===== src/rtl/core_tstate.sv =====
// Machine-cycle / T-state sequencer for the 8085-compatible core: opcode fetch,
// memory/I-O read and write cycles, wait states, halt, and register-file strobes.
module core_tstate #(
    parameter int INSTSIZE = 13
) (
    input  logic                clk,
    input  logic                rstn,
    input  logic [INSTSIZE-1:0] chk_inst,
    input  logic                ready,
    output logic                enb_code,
    output logic                enb_data,
    output logic                enb_rreg,
    output logic                enb_wreg,
    output logic                ale,
    output logic                rd_n,
    output logic                wr_n,
    output logic                iom,
    output logic                s1,
    output logic                s0,
    output logic                pc_inc,
    output logic [2:0]          tstate,
    output logic [3:0]          mcycle,
    output logic                halted
);

    localparam int GO6    = 0;
    localparam int DAD    = 1;
    localparam int HLT    = 2;
    localparam int DIO    = 3;
    localparam int CYC_LO = 4;
    localparam int RW_LO  = 8;
    localparam int CCC    = 12;

    typedef enum logic [3:0] {
        S_IDLE, S_T1, S_T2, S_TW, S_T3, S_T4, S_T5, S_T6, S_HALT
    } state_t;

    typedef struct packed {
        logic       ale;
        logic       rd_n;
        logic       wr_n;
        logic       iom;
        logic       s1;
        logic       s0;
        logic       enb_code;
        logic       enb_data;
        logic       enb_rreg;
        logic       enb_wreg;
        logic       pc_inc;
        logic       halted;
        logic [2:0] tstate;
        logic [3:0] mcycle;
    } outs_t;

    state_t     state, state_nx;
    logic       m1, m1_nx;
    logic [3:0] idx, idx_nx, idx_inc;
    logic [3:0] cnt, cnt_nx;
    logic       pend_wb, pend_nx;
    logic [3:0] cyc_f;
    logic       wb_f;
    outs_t      outs;
    logic       unused_ccc;

    // Conditional cycles are already folded into CYC/RW by the decoder.
    assign unused_ccc = chk_inst[CCC];
    assign cyc_f      = chk_inst[CYC_LO +: 4];
    assign wb_f       = ~(chk_inst[GO6] | chk_inst[DAD] | chk_inst[HLT] | chk_inst[DIO])
                        & (chk_inst[RW_LO +: 4] == 4'd0);
    assign idx_inc    = idx + 4'd1;

    // Outputs are decoded from the state being entered, then registered.
    function automatic outs_t decode(input state_t s, input logic m, input logic [3:0] i,
                                     input logic [3:0] n, input logic pw,
                                     input logic [INSTSIZE-1:0] inst);
        outs_t      o;
        logic [3:0] rw;
        logic       wr_cyc;
        o      = '0;
        o.rd_n = 1'b1;
        o.wr_n = 1'b1;
        rw     = inst[RW_LO +: 4];
        wr_cyc = !m && (i < 4'd4) && rw[i[1:0]];
        case (s)
            S_IDLE: ;
            S_HALT: o.halted = 1'b1;
            default: begin
                o.mcycle = m ? 4'd1 : i + 4'd2;
                o.s1     = m | !wr_cyc;
                o.s0     = m | wr_cyc;
                o.iom    = !m && inst[DIO] && (i == n - 4'd1);
                case (s)
                    S_T1: begin
                        o.tstate   = 3'd1;
                        o.ale      = 1'b1;
                        o.enb_rreg = m & pw;
                        o.enb_wreg = m & pw;
                    end
                    S_T2, S_TW, S_T3: begin
                        o.tstate = (s == S_T2) ? 3'd2 : (s == S_TW) ? 3'd7 : 3'd3;
                        if (wr_cyc) begin
                            o.wr_n     = 1'b0;
                            o.enb_rreg = 1'b1;
                        end else begin
                            o.rd_n     = 1'b0;
                            o.pc_inc   = (s == S_T2);
                            o.enb_code = (s == S_T3) & m;
                            o.enb_data = (s == S_T3) & !m;
                        end
                    end
                    S_T4:    o.tstate = 3'd4;
                    S_T5:    o.tstate = 3'd5;
                    default: o.tstate = 3'd6;
                endcase
            end
        endcase
        return o;
    endfunction

    always_comb begin
        state_nx = state;
        m1_nx    = m1;
        idx_nx   = idx;
        cnt_nx   = cnt;
        pend_nx  = pend_wb;
        case (state)
            S_IDLE: begin
                state_nx = S_T1;
                m1_nx    = 1'b1;
            end
            S_T1: begin
                state_nx = S_T2;
                if (m1) pend_nx = 1'b0;
            end
            S_T2, S_TW: state_nx = ready ? S_T3 : S_TW;
            S_T3: begin
                state_nx = m1 ? S_T4 : S_T1;
                if (!m1) begin
                    idx_nx = idx_inc;
                    m1_nx  = (idx_inc == cnt);
                end
            end
            S_T4, S_T6: begin
                if (state == S_T4 && chk_inst[HLT]) begin
                    state_nx = S_HALT;
                    m1_nx    = 1'b0;
                    pend_nx  = 1'b0;
                end else if (state == S_T4 && chk_inst[GO6]) begin
                    state_nx = S_T5;
                end else begin
                    state_nx = S_T1;
                    cnt_nx   = cyc_f;
                    idx_nx   = 4'd0;
                    pend_nx  = wb_f;
                    m1_nx    = (cyc_f == 4'd0);
                end
            end
            S_T5:    state_nx = S_T6;
            default: state_nx = S_HALT;
        endcase
    end

    always_ff @(posedge clk or negedge rstn) begin
        if (!rstn) begin
            state   <= S_IDLE;
            m1      <= 1'b0;
            idx     <= 4'd0;
            cnt     <= 4'd0;
            pend_wb <= 1'b0;
            outs    <= decode(S_IDLE, 1'b0, 4'd0, 4'd0, 1'b0, '0);
        end else begin
            state   <= state_nx;
            m1      <= m1_nx;
            idx     <= idx_nx;
            cnt     <= cnt_nx;
            pend_wb <= pend_nx;
            outs    <= decode(state_nx, m1_nx, idx_nx, cnt_nx, pend_nx, chk_inst);
        end
    end

    assign ale      = outs.ale;
    assign rd_n     = outs.rd_n;
    assign wr_n     = outs.wr_n;
    assign iom      = outs.iom;
    assign s1       = outs.s1;
    assign s0       = outs.s0;
    assign enb_code = outs.enb_code;
    assign enb_data = outs.enb_data;
    assign enb_rreg = outs.enb_rreg;
    assign enb_wreg = outs.enb_wreg;
    assign pc_inc   = outs.pc_inc;
    assign halted   = outs.halted;
    assign tstate   = outs.tstate;
    assign mcycle   = outs.mcycle;

endmodule


===== config.mk =====
export PLATFORM = sky130hd
export DESIGN_NAME = core_tstate
export DESIGN_NICKNAME = d
export VERILOG_FILES = /design/src/rtl/core_tstate.sv
export SDC_FILE = /design/constraint.sdc
export NUM_CORES = 1
export LEC_CHECK = 0
export CORE_MARGIN = 2
export CORE_UTILIZATION = 55
export CTS_CLUSTER_DIAMETER = 50
export DETAILED_ROUTE_END_ITERATION = 10
export PLACE_DENSITY = 0.95
export SLEW_MARGIN = 25
export SYNTH_ARGS = -nofsm -noshare
export SYNTH_HDL_FRONTEND = slang
export SYNTH_SLANG_ARGS = --single-unit

===== constraint.sdc =====
create_clock -name clk -period 5.6 [get_ports clk]
set_input_delay 0.84 -clock clk [delete_from_list [all_inputs] [get_ports clk]]
set_output_delay 0.84 -clock clk [all_outputs]
set_load 0.05 [all_outputs]

# == Word-level counts from Yosys, hierarchy flattened ==
# Cells that the tools add are included.
# op_classes
magnitude_cmp,2
addsub,3
n_eq_ne,16
n_mux,39
reduce_logical,16
bitwise_logic,10
# ops
op,n
$mux W4,8
$eq A4 B3 Y1 const B,7
$pmux W4 S6,1
$eq A4 B2 Y1 const B,4
$logic_not A4 Y1,4
$mux W3,5
$mux W1,14
$pmux W3 S4,1
$mux W11,1
$eq A4 B1 Y1 const B,2
$eq A4 B4 Y1,2
$pmux W4 S2,1
$mux W7,1
$logic_and A1 B1 Y1,6
$mux W2,3
$reduce_or A2 Y1,3
$or A1 B1 Y1,5
$add A4 B1 Y4 const B,1
$add A4 B2 Y4 const B,1
$and A1 B1 Y1,4
$eq A4 B4 Y1 const B,1
$lt A4 B3 Y1 const B,1
$pmux W1 S2,2
$sub A4 B1 Y4 const B,1
other kinds (6),7
# totals
word_cells,105
output_inout_bits,19
ff_bits,33
in_bits,16

# == Longest topological paths before layout ==
# logic_depth
depth_word,11
ltp_mapped,8
mapped_depth_nobuf,7

# == Least setup slack after synthesis ==
# OpenSTA, ideal clock, no wires.
# synth_path
path_type,input -> register
from,input chk_inst[2]
to,register outs (netlist bit enb_rreg)
required_time_ps,5480
stages,6
t_arrival_ps,2426
setup_time_ps,120
path_buffers,0
slack_ps,3055
cell_sequence,nor2_1 o2111ai_1 a211oi_2 mux2_4 a211o_1 a31o_1
# synth_via
elab_chain_cells,10
elab_cells_between_ends,32
cone_classes,order compare: 1; eq/ne: 5; mux: 14; bitwise: 5; reduce/logical: 7
# synth_rtl
item,line_no,text
start: declaration,8,"input logic [INSTSIZE-1:0] chk_inst,"
"parallel branches: the longest is 9 deep, another holds $lt A4 B3 Y1",n/a,
$mux W11 (*),84,case (s)
end signal: assignment,170,"outs <= decode(S_IDLE, 1'b0, 4'd0, 4'd0, 1'b0, '0);"
end signal: assignment,177,"outs <= decode(state_nx, m1_nx, idx_nx, cnt_nx, pend_nx, chk_inst);"
end: declaration,62,outs_t outs;
# Mark *: on every way between the ends. The select of a mux whose other input is x is not followed.

# == Final worst setup path ==
# layout_path
from,input chk_inst[2]
to,register outs (netlist bit enb_rreg)
# layout_via
elab_cells_between_ends,32
cone_classes,order compare: 1; eq/ne: 5; mux: 14; bitwise: 5; reduce/logical: 7
# layout_rtl
item,line_no,text
$logic_and A1 B1 Y1 (*),144,if (state == S_T4 && chk_inst[HLT]) begin
$mux W4 (*),144,
$pmux W4 S2 (*),126,case (state)
via idx_nx[1],57,"logic [3:0] idx, idx_nx, idx_inc;"
$lt A4 B3 Y1 / $bmux W1 S2 (equally long branches),83,wr_cyc = !m && (i < 4'd4) && rw[i[1:0]];
$logic_and A1 B1 Y1 / $mux W1 (equally long branches),83,
$logic_and A1 B1 Y1 (*),83,
$mux W1 (*),101,if (wr_cyc) begin
$pmux W1 S2 (*),92,case (s)
$mux W11 (*),84,
# The timed path passes the listed nets; every way through them passes the cells marked *. The select of a mux whose other input is x is not followed.

==> impl_results.md <==
- Outcome: finished, final reports clean
- DP Area: ~0.0022 mm²
- Final Max Slew Viols: 0
- Post-Route WL: about 3.9 mm
- IO Pins: 35
- Count leader, synth: dfrtp_1
- Ys flop type: dfrtp_1
- Worst-path clk slew: 0.10 ns
- Buffers on Ports: 33
- Clock Root Buffer: clkbuf_4
- Vias in the first global route: about 1300
- EDFF count, synth: 0
- Gr usage total: ~24%
- Largest net degree at the start of global routing: 34
- Post-synth ARST share: 100.0%
- Hpwl dp: approximately 2.9 mm
- Area Overhead vs Synth: 22.86%
- Tcrit/Tclk final: a little over half
- CTS tree: built
- Net Count, Synth: slightly below 200
- Clock sinks: 33
- Non-Filler Cell Area, Final: 0.002212 mm²
- Core Region: 0.003078 mm²
- First-pass GRT wire length: 6.375 mm
- Flop-to-flop setup slack: 2.96 ns
- Routability cong.: ~0.9
- Syn Inst Count: 180
- Crit. End Element: flop
- Initial antenna violation count: 0
- Max rail drop VDD: about 140 µV
- Least-Margin Pin Slew: between 0.8 and 0.9 ns
- Critical Path End: enb_rreg
- Yosys cell types: 48
- Htree depth: 2
- Tmin final: a little under 3 ns
- Die width: roughly 60 µm
- Post-synth top area share: a little over two fifths
- Slew Limit Headroom: about 44%
- Leakage Power: 0.9983 nW
- Worst setup path start: chk_inst[2]
- Critical R2R Capture: enb_rreg
- Gr ovfl total: 0
- Synth warn: 0
- Startpoint types: input pin
- Register area share after synthesis: 46.00%
- Routed vias/inst: 5.835
- RSZ-0062 raised after global routing: no
- Setup Buffers After CTS: 0
- Commonest cells post-synth: 31 x dfrtp_1, 20 x nor2_1, 11 x inv_1, 11 x nand2_1, 11 x xnor2_1
- Clk_lat worst skew: 0.34 ns
- Die area: about 0.0037 mm²
- R2R Path Start: state[2]
- CTS Buf Count: 5
- Fin Hold WS: 0.5566 ns
- Post-CTS sizing: 0
- Post-Syn Area per Cell: between 10 and 15 µm²
- Synth area leader: dfrtp_1
- Drt first pass iters: 5
- Crit Path Category: in2reg
- Worst min path class: reg2reg
- Critical Path AT: about 3.2 ns
- ANT nets after route: 0
- Detailed-route DRC error count: 0
- Starting Density: between 50% and 60%
- R2R cell count: 6
- N_diodes: 0
- Hold_buf cts: 0
- Number of hold violations in the final report: 0
- Required @ worst endpoint: 5.83 ns
- Nets@finish: ~230
- Max clock buf depth: 2
- Die Y: about 61 µm
- Netlist Area Pre-Place: about 0.0018 mm²
- Fraction of layout cells with a size suffix above 1: a little over a tenth
- Top cells by area, synth: dfrtp_1 43%, xnor2_1 5.4%, mux2i_1 4.4%
- Seq cells post-synth: 33
- DR WL/cell: about 15 µm
- Iter 0 DRT Violations: between 60 and 70
- Critical-path maximum fanout: 5
- Final setup fails: 0
- Setup TNS Final: 0 ns
- Achievable Freq: roughly 340 MHz
- Power density cells: between 150 and 200 mW/mm²
- Max-cap viol count: 0
- Via Count: 1517
- Clock skew: between 0.01 and 0.015 ns
- Row cnt: 20
[worst max-delay path: stages]
cell and delay, ns:
clkdlybuf4s50_1 0.46, nor2_1 0.32, o2111ai_1 0.18, a211oi_2 0.44, inv_2 0.16, mux2i_1 0.18
a211o_1 0.38, a31o_1 0.24
[where the power goes]
part	internal (mW)	switching (mW)	leakage [nW]
Sequential	0.238	0	0.423
Combinational	0.0113	0.0105	0.544
Clock	0.0472	0.0833	0.0310
Total	0.297	0.0938	0.998
[logic make-up (layout without fill, tap and decap cells)]
logic type / count (synthesis) / after routing / share of synthesized area, %
DFF: 33 / 33 / 46.00
buffers and inverters: 18 / 54 / 4.517
xor gates and xnor gates: 14 / 14 / 6.810
adders and majority gates: 3 / 3 / 2.085
AOI/OAI and AO/OA: 34 / 34 / 13.83
muxes: 11 / 11 / 6.532
and+or+nand+nor: 67 / 67 / 20.22
[sequential cells by signal, indices dropped and copies added, names as in the netlist]
| name | count |
|---|---|
| state | 4 |
| tstate | 3 |
| cnt | 4 |
| s1 | 1 |
| mcycle | 4 |
| ale | 1 |
| halted | 1 |
| m1 | 1 |
| enb_wreg | 1 |
| pc_inc | 1 |
| enb_data | 1 |
| idx | 4 |
| s0 | 1 |
| wr_n | 1 |
| pend_wb | 1 |
| rd_n | 1 |
| enb_rreg | 1 |
| iom | 1 |
| enb_code | 1 |
[metrics by stage]
step                std cells  total power, mW  util, %  setup slack (ns)
global placement          252           0.2642    70.08             2.370
floorplan                 180           0.2472        -             3.055
finish                    260           0.3906    71.87             2.619
global route              260           0.4088    71.87             2.526
detailed placement        252           0.2647    70.08             2.333
CTS                       260           0.3920    71.87             2.688
[how the worst min path moves through the flow]
| stage | slack, ns | to | start | cells past startpoint |
|---|---|---|---|---|
| after global routing | 0.57 | pend_wb | pend_wb | 2 |
| after CTS | 0.55 | pend_wb | pend_wb | 2 |
| final | 0.56 | pend_wb | pend_wb | 2 |
| after global placement | 0.49 | pend_wb | pend_wb | 2 |
| after floorplan | 0.47 | pend_wb | pend_wb | 2 |
| after detailed placement | 0.52 | pend_wb | pend_wb | 2 |
[cells in the final DEF, fill, tap and decap left out, drive strengths merged, types with 2 or more instances in the layout]
master	netlist	layout
clkdlybuf4s50	0	33
dfrtp	31	31
nor2	20	20
inv	12	12
nand2	11	11
xnor2	11	11
o21ai	11	11
mux2i	8	8
and3	7	7
a21oi	7	7
clkbuf	1	5
nand3	4	4
nor3	4	4
a31oi	4	4
nand2b	3	3
nor4	3	3
xor2	3	3
nand4	3	3
nor2b	3	3
ha	3	3
mux2	3	3
and3b	2	2
o2111ai	2	2
nor3b	2	2
clkinv	0	2
dfstp	2	2
o211ai	2	2
[final cells by class]
type	instances	area, µm²
inverter	12	45.04
sequential	33	828.3
tap	44	55.05
fill	222	865.8
timing repair buffer	34	337.8
clock buffer	5	37.54
clock inverter	3	17.52
multi-input combinational	129	890.9
[layer usage]
layer | wire length (µm) | vias to the layer above | global-route usage, % | share of wire, %
met5 | 0 | - | 0 | 0
met4 | 81 | 0 | 7.764 | 2.1
met3 | 229 | 11 | 6.933 | 5.9
met2 | 1920 | 66 | 39.97 | 50
met1 | 1625 | 729 | 30.46 | 42
li1 | - | 711 | - | -
No activity file was read; power rests on OpenSTA's default activity.
==> variant: new RTL, config.mk and constraints unchanged <==
`CYC_LO`: 4 -> 3.
--- a/src/rtl/core_tstate.sv
+++ b/src/rtl/core_tstate.sv
@@ -27,7 +27,7 @@
     localparam int DAD    = 1;
     localparam int HLT    = 2;
     localparam int DIO    = 3;
-    localparam int CYC_LO = 4;
+    localparam int CYC_LO = 3;
     localparam int RW_LO  = 8;
     localparam int CCC    = 12;
 
Behaviour: not the same (a bounded check fails within 10 cycles, from zero or initial values and one cycle with rstn low).
==> variant against the unedited design <==
First-iteration DRC count unchanged. Non-clock buffer count down 1. Final area up 2.5%. Worst setup slack better by 0.15 ns. Synthesized cell count up 1.7%. Synthesized area up 4.4%. Routed wire length about the same. Sequential cell count unchanged. Critical path depth unchanged. Utilization down 3.4 points. Fmax up 5.1%. Critical path type unchanged.
Power is left out: it rests on default switching activity, and per cell area and clock period it moved more than threefold.
==> variant: results (changes against the unedited design) <==
largest net degree at the start of global routing - 34 (unchanged)
Syn Nets - 202 (+1.5%)
met2 wire length - 1.87 mm (-2.9%)
port bufs - 32 (-3.0%)
vias in the first global route - 1456 (+9.5%)
reg-to-reg slack, setup - 3.22 ns (+0.26 ns)
routed via count divided by cell count - 5.85 (+0.35%)
worst skew pair latency - 0.34 ns (about the same)
endpoints failing hold - 0 (unchanged)
skew final - 0.00565 ns (-0.00620 ns)
path type of the worst setup path - input pin to register
Post-Route WL - 3.86 mm (about the same)
gate count of the mapped netlist - 183 (+1.7%)
cell count after placement - 254 (+0.79%)
portion of synthesized cell area occupied by the leading cell type - 41.3% (-1.8 points)
leading post-synthesis cells by cell area - dfrtp_1 41%, xnor2_1 4.7%, nor2b_1 3.3%
share of synthesized registers carrying an async set or reset - 100% (unchanged)
n_diodes - 0 (unchanged)
Placer Congestion - 0.919 (+1.8%)
cell chosen for the clock root - clkbuf_4
post-CTS clock slew at the launch and capture registers of the worst setup and hold paths - 0.10 ns (about the same)
global-route wire length before repair - 6.58 mm (+3.2%)
post-cts sizing count - 0 (unchanged)
HP Class - register to register
number of non-filler instances in the completed layout - 262 (+0.77%)
uppermost metal layer occupied by signal nets - met4
arrival time at the worst endpoint - 3.09 ns (-0.12 ns)
Post-CTS Setup Inserts - 0 (unchanged)
Yosys warning total - 0 (unchanged)
met1 wire length - 1.71 mm (+5.3%)
most instantiated cells after synthesis - 31 x dfrtp_1, 12 x nor2_1, 10 x nor2b_1, 10 x xnor2_1, 9 x inv_1
maximum fanout along the worst path - 7 (+2)
deepest clock path buffer count - 2 (unchanged)
Net count, final - 234 (unchanged)
post-synth cell types - 55 (+15%)
global-route total usage across every layer - 21.3% (-2.8 points)
fill cell total of the finished layout - 253 (+14%)
slew of the pin with the lowest slew margin - 0.592 ns (-0.225 ns)
total iterations of the first detailed-routing run - 4 (-1)
violation count after the first detailed-route iteration - 64 (unchanged)
CTS H-Tree Depth - 2 (unchanged)
total congestion overflow after global routing - 0 (unchanged)
portion of the post-synthesis area used by sequential elements - 44.0% (-2.0 points)
DR WL met3 - 169 microns (-26%)
result of the run - finished, final reports clean
number of antenna violations at the first check in global routing - 0 (unchanged)
fraction of final layout cells with drive strength greater than 1 - 13.9% (+3.2 points)
DP Wirelength - 2.86 mm (-0.67%)
most instantiated library cell after synthesis - dfrtp_1
TritonCTS buffer count - 5 (unchanged)
variant: cell count changes after synthesis, sizes merged, moves of 4 or more:
| cell | unedited run | this run |
|---|---|---|
| nand2 | 11 | 7 |
| nor2b | 3 | 10 |
| nor2 | 20 | 12 |
| mux2i | 8 | 4 |
variant: layer usage:
| metal | track usage, % | vias up |
|---|---|---|
| met5 | 0 | - |
| met4 | 11.1 | 0 |
| met3 | 3.06 | 13 |
| met2 | 36.3 | 54 |
| met1 | 26.2 | 736 |
| li1 | - | 731 |
variant: cell families after synthesis:
| logic type | after synthesis | share of synthesized area [%] |
|---|---|---|
| AND/OR/NAND/NOR | 63 | 20.3 |
| AO/OA/AOI/OAI | 45 | 19.0 |
| flip-flops | 33 | 44.0 |
| buffers and inverters | 19 | 4.86 |
| XOR/XNOR | 14 | 6.52 |
| multiplexers | 6 | 3.33 |
| adder cells (fa/ha/maj) | 3 | 2.00 |
variant: stage by stage:
| step | utilization, % | setup WS [ns] | instance area, sq um | hold slack [ns] |
|---|---|---|---|---|
| CTS | 68.5 | 2.77 | 2270 | 0.509 |
| global route | 68.5 | 2.56 | 2270 | 0.528 |
| finish | 68.5 | 2.76 | 2270 | 0.509 |
| global placement | 67.0 | 2.46 | 2220 | 0.479 |
| floorplan | - | 3.20 | 1880 | 0.448 |
| detailed placement | 67.0 | 2.42 | 2220 | 0.487 |
variant: cell type report:
type / count / area (sq um) / share of cell area (%)
multi-input combinational: 131 / 961 / 42.4
sequential: 33 / 828 / 36.5
timing repair buffer: 33 / 328 / 14.5
tap: 46 / 57.6 / 2.54
inverter: 11 / 42.5 / 1.88
clock buffer: 6 / 41.3 / 1.82
clock inverter: 2 / 10.0 / 0.441
variant: critical path, stage by stage:
cell and delay, ns:
clkdlybuf4s50_1 0.48, nor2_1 0.41, o21ai_2 0.21, mux2i_1 0.32, ha_1 0.29, xnor2_1 0.15, nand3_1 0.13, nor4_2 0.25
variant: final timing paths:
kind | from | to | cells after the start
worst min-delay path | pend_wb | pend_wb | 1
worst min register to register | pend_wb | pend_wb | 1
max in group asynchronous | rstn | rd_n | 2
min in group asynchronous | rstn | cnt[1] | 2
worst max register to register | state[3] | iom | 7
worst max-delay path | chk_inst[2] | iom | 8
